### src/rtl/uart_rx_fifo.sv
// UART receiver with configurable frame format feeding a first-word-fall-through FIFO
// that keeps per-byte parity and framing flags alongside the data.
module uart_rx_fifo #(
   parameter int unsigned CLK_FREQ   = 50_000_000,
   parameter int unsigned UART_BPS   = 115200,
   parameter int unsigned DATA_BITS  = 8,
   parameter int unsigned PARITY     = 0,
   parameter int unsigned STOP_BITS  = 1,
   parameter int unsigned FIFO_DEPTH = 16
) (
   input  logic                          clk,
   input  logic                          rst,
   input  logic                          uart_rx,
   output logic [DATA_BITS-1:0]          rx_data,
   output logic                          rx_perr,
   output logic                          rx_ferr,
   output logic                          rx_valid,
   input  logic                          rx_ready,
   output logic [$clog2(FIFO_DEPTH):0]   fifo_count,
   output logic                          overrun,
   input  logic                          clr_err,
   output logic                          busy
);

   localparam int unsigned DIV  = CLK_FREQ / UART_BPS;
   localparam int unsigned HALF = DIV / 2 - 1;
   localparam int unsigned CW   = $clog2(DIV);
   localparam int unsigned BW   = 4;
   localparam int unsigned AW   = $clog2(FIFO_DEPTH);
   localparam int unsigned EW   = DATA_BITS + 2;

   typedef enum logic [2:0] {
      S_IDLE,
      S_START,
      S_DATA,
      S_PAR,
      S_STOP
   } state_t;

   // Two-flop synchroniser plus previous-sample register for start-edge detection
   logic rx_meta;
   logic rx_s;
   logic rx_prev;
   logic start_c;

   always_ff @(posedge clk) begin
      if (rst) begin
         rx_meta <= 1'b1;
         rx_s    <= 1'b1;
         rx_prev <= 1'b1;
      end else begin
         rx_meta <= uart_rx;
         rx_s    <= rx_meta;
         rx_prev <= rx_s;
      end
   end

   assign start_c = ~rx_s & rx_prev;

   state_t               state;
   logic [CW-1:0]        baud_cnt;
   logic [BW-1:0]        bit_cnt;
   logic [DATA_BITS-1:0] shreg;
   logic                 perr_r;
   logic                 ferr_r;
   logic                 tick_c;

   assign tick_c = (baud_cnt == CW'(DIV - 1));

   // Receiver FSM: all sampling happens at mid-bit, DIV cycles apart
   always_ff @(posedge clk) begin
      if (rst) begin
         state    <= S_IDLE;
         baud_cnt <= '0;
         bit_cnt  <= '0;
         shreg    <= '0;
         perr_r   <= 1'b0;
         ferr_r   <= 1'b0;
      end else begin
         case (state)
            S_IDLE: begin
               if (start_c) begin
                  state    <= S_START;
                  baud_cnt <= '0;
                  bit_cnt  <= '0;
                  perr_r   <= 1'b0;
                  ferr_r   <= 1'b0;
               end
            end
            S_START: begin
               if (baud_cnt == CW'(HALF)) begin
                  baud_cnt <= '0;
                  state    <= rx_s ? S_IDLE : S_DATA;
               end else begin
                  baud_cnt <= baud_cnt + CW'(1);
               end
            end
            S_DATA: begin
               if (tick_c) begin
                  baud_cnt <= '0;
                  shreg    <= {rx_s, shreg[DATA_BITS-1:1]};
                  if (bit_cnt == BW'(DATA_BITS - 1)) begin
                     bit_cnt <= '0;
                     state   <= (PARITY != 0) ? S_PAR : S_STOP;
                  end else begin
                     bit_cnt <= bit_cnt + BW'(1);
                  end
               end else begin
                  baud_cnt <= baud_cnt + CW'(1);
               end
            end
            S_PAR: begin
               if (tick_c) begin
                  baud_cnt <= '0;
                  perr_r   <= (PARITY == 1) ? ~^{shreg, rx_s} : ^{shreg, rx_s};
                  state    <= S_STOP;
               end else begin
                  baud_cnt <= baud_cnt + CW'(1);
               end
            end
            S_STOP: begin
               if (tick_c) begin
                  baud_cnt <= '0;
                  if (!rx_s) ferr_r <= 1'b1;
                  if (bit_cnt == BW'(STOP_BITS - 1)) begin
                     bit_cnt <= '0;
                     state   <= S_IDLE;
                  end else begin
                     bit_cnt <= bit_cnt + BW'(1);
                  end
               end else begin
                  baud_cnt <= baud_cnt + CW'(1);
               end
            end
            default: state <= S_IDLE;
         endcase
      end
   end

   assign busy = (state != S_IDLE);

   // The final stop sample is folded into the pushed flags directly
   logic          push_c;
   logic [EW-1:0] push_entry;

   assign push_c     = (state == S_STOP) && tick_c && (bit_cnt == BW'(STOP_BITS - 1));
   assign push_entry = {perr_r, ferr_r | ~rx_s, shreg};

   logic [EW-1:0] mem [FIFO_DEPTH];
   logic [AW:0]   wr_ptr;
   logic [AW:0]   rd_ptr;
   logic          empty_c;
   logic          full_c;
   logic          pop_c;
   logic          wr_en_c;
   logic          ovf_c;
   logic [EW-1:0] head;

   assign empty_c = (wr_ptr == rd_ptr);
   assign full_c  = (wr_ptr[AW] != rd_ptr[AW]) && (wr_ptr[AW-1:0] == rd_ptr[AW-1:0]);
   assign pop_c   = ~empty_c & rx_ready;
   assign wr_en_c = push_c & (~full_c | pop_c);
   assign ovf_c   = push_c & full_c & ~pop_c;

   always_ff @(posedge clk) begin
      if (wr_en_c) mem[wr_ptr[AW-1:0]] <= push_entry;
   end

   always_ff @(posedge clk) begin
      if (rst) begin
         wr_ptr  <= '0;
         rd_ptr  <= '0;
         overrun <= 1'b0;
      end else begin
         if (wr_en_c) wr_ptr <= wr_ptr + (AW+1)'(1);
         if (pop_c)   rd_ptr <= rd_ptr + (AW+1)'(1);
         // A new overrun event takes priority over a clear in the same cycle
         if (ovf_c)        overrun <= 1'b1;
         else if (clr_err) overrun <= 1'b0;
      end
   end

   assign head       = mem[rd_ptr[AW-1:0]];
   assign rx_valid   = ~empty_c;
   assign rx_data    = empty_c ? '0 : head[DATA_BITS-1:0];
   assign rx_ferr    = ~empty_c & head[DATA_BITS];
   assign rx_perr    = ~empty_c & head[DATA_BITS+1];
   assign fifo_count = wr_ptr - rd_ptr;

endmodule

### config.mk
export PLATFORM = sky130hd
export DESIGN_NAME = uart_rx_fifo
export DESIGN_NICKNAME = d
export VERILOG_FILES = /design/src/rtl/uart_rx_fifo.sv
export SDC_FILE = /design/constraint.sdc
export NUM_CORES = 1
export LEC_CHECK = 0
export CELL_PAD_IN_SITES_DETAIL_PLACEMENT = 1
export CELL_PAD_IN_SITES_GLOBAL_PLACEMENT = 1
export CORE_MARGIN = 2
export CORE_UTILIZATION = 40
export CTS_BUF_LIST = sky130_fd_sc_hd__clkbuf_8
export CTS_CLUSTER_DIAMETER = 40
export CTS_CLUSTER_SIZE = 16
export DETAILED_ROUTE_END_ITERATION = 8
export GPL_ROUTABILITY_DRIVEN = 0
export GPL_TIMING_DRIVEN = 0
export PLACE_DENSITY = 0.62
export SYNTH_ARGS = -nofsm -noshare
export SYNTH_HDL_FRONTEND = slang
export SYNTH_SLANG_ARGS = --single-unit
### constraint.sdc
create_clock -name clk -period 3.2 [get_ports clk]
set_clock_uncertainty 0.1 [all_clocks]
set_input_delay 0.48 -clock clk [delete_from_list [all_inputs] [get_ports clk]]
set_output_delay 0.48 -clock clk [all_outputs]
set_load 0.01 [all_outputs]
==> load_flow_metrics.sql <==
INSERT INTO impl_metrics (metric_group, metric, value, unit) VALUES
('worst_setup_path', 'critical_path.slowest_cell', 'sky130_fd_sc_hd__mux4_2', ''),
('detailed_routing', 'top_signal_layer_used', 'met4', ''),
('cts', 'cts_hold_repair.buffers', '0', ''),
('yosys', 'synth-seq-cells', '204', ''),
('worst_setup_path', 'criticalPathCategory', 'reg2out', ''),
('yosys', 'syn_area', '8513', 'um2'),
('timing', 'final-setup-viol-count', '1', ''),
('yosys', 'synth_top_cells_by_area', 'sky130_fd_sc_hd__edfxtp_1 56%, sky130_fd_sc_hd__mux4_2 13%, sky130_fd_sc_hd__dfxtp_1 10%, sky130_fd_sc_hd__ha_1 2.1%, sky130_fd_sc_hd__nor2_1 2.0%', ''),
('pwr', 'cellLeakagePower', '3.398', 'nW'),
('global_routing', 'number_of_antenna_violations_at_the_first_check_in_global_routing', '0', ''),
('cells_and_area', 'final_layout_size_suffix_gt1_frac', '0.3122', ''),
('yosys', 'synth.net_count', '541', ''),
('cells_and_area', 'antennaDiodeCount', '0', ''),
('worst_setup_path', 'terminus_of_the_critical_flop_to_flop_path', 'mem[1][5]', ''),
('cts', 'clk_path_buf_depth', '3', ''),
('pwr', 'powerDensity', '488.3', 'nW/um2'),
('detailed_routing', 'remaining_drc_errors', '0', ''),
('floorplan', 'io_pins', '23', ''),
('cts', 'clock_tree_from_tritoncts', 'done', ''),
('timing', 'period_needed', '3220', 'ps'),
('worst_setup_path', 'timing.critical_path.arrival', '2640', 'ps'),
('cells_and_area', 'fillers', '2050', ''),
('yosys', 'syn_area_per_cell', '16.34', 'um2'),
('flow_run', 'max_cap_viol_count', '0', ''),
('yosys', 'synth.top_cell.area_share', '0.5644', ''),
('cts', 'clkLatencyLatePin', '560', 'ps'),
('place', 'place_worst_setup_slack', '-435.3', 'ps'),
('cts', 'cts_made_buffers', '30', ''),
('yosys', 'synthCells', '521', ''),
('status', 'violations', 'setup timing', ''),
('detailed_routing', 'drt-met1-wl', '9092', 'um'),
('yosys', 'synth-edff-count', '160', ''),
('worst_setup_path', 'critical_path_peak_fanout', '5', ''),
('worst_setup_path', 'reg2reg_slack', '50', 'ps'),
('place', 'hpwl_after_detailed_placement', '12790', 'um'),
('cells_and_area', 'finalNetCount', '627', ''),
('pwr', 'max-vdd-ir-drop', '272.8', 'uV'),
('hold_path', 'hold_path_end', 'rx_s', ''),
('timing', 'report.final.hold_viol_count', '0', ''),
('global_routing', 'grt_max_degree', '20', ''),
('worst_setup_path', 'critical_path_required', '2620', 'ps'),
('timing', 'maxSlewViolCount', '0', ''),
('timing', 'post-route-period-util', '1.006', ''),
('worst_setup_path', 'worst-r2r-cell-count', '9', ''),
('detailed_routing', 'met2_wirelength', '10250', 'um'),
('cells_and_area', 'area_used_by_multi_input_combinational_logic', '2793', 'um2'),
('worst_setup_path', 'element_type_at_the_critical_path_start', 'flip-flop', ''),
('global_routing', 'grt.total_usage', '0.1891', ''),
('detailed_routing', 'drt_pre_antenna_iters', '4', ''),
('yosys', 'yosys_warnings', '0', ''),
('floorplan', 'core', '20960', 'um2'),
('detailed_routing', 'remaining_antenna_violation_count', '0', ''),
('yosys', 'netlist-cell-type-count', '54', ''),
('worst_setup_path', 'r2r-start', 'baud_cnt[2]', ''),
('yosys', 'cell_taking_the_most_area_after_synthesis', 'sky130_fd_sc_hd__edfxtp_1', ''),
('floorplan', 'chipHeight', '149.9', 'um'),
('timing', 'rsz0062_at_grt', 'true', ''),
('yosys', 'synth.cells.most_frequent', '160 x sky130_fd_sc_hd__edfxtp_1, 50 x sky130_fd_sc_hd__mux4_2, 45 x sky130_fd_sc_hd__nor2_1', ''),
('detailed_routing', 'wl_per_cell', '22.78', 'um'),
('cells_and_area', 'area_growth', '22.32', '%'),
('timing', 'final_critical_path_setup_slack', '-20.18', 'ps'),
('timing', 'slew_headroom', '0.4422', ''),
('global_routing', 'wire_length_of_the_first_global_routing_pass', '31310', 'um'),
('status', 'outcome', 'complete, but fails checks', ''),
('worst_setup_path', 'path_cells', 'buf_12 > buf_8 > buf_6 > mux4_2 > mux4_2 > and2_4 > buf_2', ''),
('yosys', 'seq_area_frac_synth', '0.6678', ''),
('yosys', 'synth.most_common_cell', 'sky130_fd_sc_hd__edfxtp_1', ''),
('worst_setup_path', 'gate_family_responsible_for_the_most_delay_along_the_worst_path', 'multiplexers', ''),
('detailed_routing', 'routed_wl', '20640', 'um'),
('worst_setup_path', 'dominant_cell_type_by_count_on_the_critical_path', 'sky130_fd_sc_hd__mux4_2', ''),
('detailed_routing', 'avgViaCountPerCell', '5.340', '');
[per-stage QoR]
| stage | power (mW) | TNS [ps] | hold WS, ps | cell area [um2] |
|---|---|---|---|---|
| after floorplan | 2.916 | 0 | 289.5 | 8513 |
| after global placement | 2.936 | -50210 | 295.9 | 9067 |
| after detailed placement | 2.938 | -39720 | 310.2 | 9087 |
| after CTS | 5.141 | -472.3 | 116.5 | 10180 |
| after global routing | 5.261 | -4906 | 143.0 | 10410 |
| final | 5.085 | -20.18 | 144.5 | 10410 |
[power by group]
group	total, mW	switching (mW)	internal (mW)
Clock	2.21	1.12	1.09
Sequential	2.82	0.00373	2.82
Combinational	0.0537	0.0364	0.0173
Total	5.09	1.16	3.93
[registers in the layout, summed over array words and instances, names as in the netlist, named ones only]
name and cells:
mem 160, baud_cnt 9, shreg 8, rd_ptr 5
wr_ptr 5, bit_cnt 4, state 3, ferr_r 1
overrun 1, perr_r 1, rx_meta 1, rx_prev 1
rx_s 1
[layout by cell type, fill, tap and decap left out, types with 5 or more instances in the layout]
| master | count |
|---|---|
| sky130_fd_sc_hd__nand4_1 | 5 |
| sky130_fd_sc_hd__nor2_1 | 33 |
| sky130_fd_sc_hd__clkbuf_1 | 12 |
| sky130_fd_sc_hd__nand2b_1 | 8 |
| sky130_fd_sc_hd__o21ai_0 | 6 |
| sky130_fd_sc_hd__mux4_2 | 50 |
| sky130_fd_sc_hd__or2_2 | 5 |
| sky130_fd_sc_hd__clkdlybuf4s50_1 | 10 |
| sky130_fd_sc_hd__xnor2_1 | 11 |
| sky130_fd_sc_hd__nor2_4 | 10 |
| sky130_fd_sc_hd__dfxtp_1 | 42 |
| sky130_fd_sc_hd__buf_12 | 17 |
| sky130_fd_sc_hd__a311oi_1 | 6 |
| sky130_fd_sc_hd__inv_1 | 17 |
| sky130_fd_sc_hd__ha_1 | 14 |
| sky130_fd_sc_hd__a21oi_1 | 18 |
| sky130_fd_sc_hd__buf_6 | 19 |
| sky130_fd_sc_hd__and2_4 | 10 |
| sky130_fd_sc_hd__clkbuf_8 | 33 |
| sky130_fd_sc_hd__buf_4 | 12 |
| sky130_fd_sc_hd__nand2_1 | 15 |
| sky130_fd_sc_hd__nand3_1 | 9 |
| sky130_fd_sc_hd__xor2_1 | 6 |
| sky130_fd_sc_hd__edfxtp_1 | 160 |
| sky130_fd_sc_hd__mux2i_1 | 11 |
| sky130_fd_sc_hd__nor2b_1 | 6 |
| sky130_fd_sc_hd__clkinv_2 | 5 |
| sky130_fd_sc_hd__nor3_4 | 5 |
| sky130_fd_sc_hd__inv_6 | 7 |
[final cells by class]
cell class | count | area share
multi-input combinational | 276 | 0.2682
buffer | 25 | 0.01802
clock inverter | 23 | 0.01754
tap | 275 | 0.03304
clock buffer | 33 | 0.04361
sequential | 204 | 0.5464
inverter | 14 | 0.005046
timing repair buffer | 56 | 0.06812
[worst max-delay path by stage]
stage / from / endpoint / slack, ps
detailed placement: baud_cnt[2] / mem[14][3] / -440
CTS: flip-flop / rx_data[6] / -70
floorplan: baud_cnt[2] / mem[0][0] / 150
global route: bit_cnt[0] / mem[15][4] / -120
global placement: baud_cnt[2] / mem[0][0] / -720
finish: flip-flop / rx_data[5] / -20
[layer usage]
metal | GRT usage | vias up
met5 | 0 | -
met4 | 0.04575 | 0
met3 | 0.02713 | 21
met2 | 0.3144 | 110
met1 | 0.2644 | 2503
li1 | - | 2204
[repair_timing]
action	4_1_cts	5_1_grt
setup buffers	22	14
resized for setup	114	21
pin swaps	8	13
endpoints found under the setup margin	172	171
cloned	1	0
[cells by family (layout without fill, tap and decap cells)]
logic type / Yosys count / in the layout / synth area share
xor gates and xnor gates: 18 / 18 / 0.02013
DFF: 204 / 204 / 0.6678
adders and majority gates: 15 / 15 / 0.02293
and+or+nand+nor: 131 / 131 / 0.08319
buffers and inverters: 41 / 151 / 0.02175
AOI/OAI and AO/OA: 51 / 51 / 0.03895
muxes: 61 / 61 / 0.1452
No activity file was read; power rests on OpenSTA's default activity.
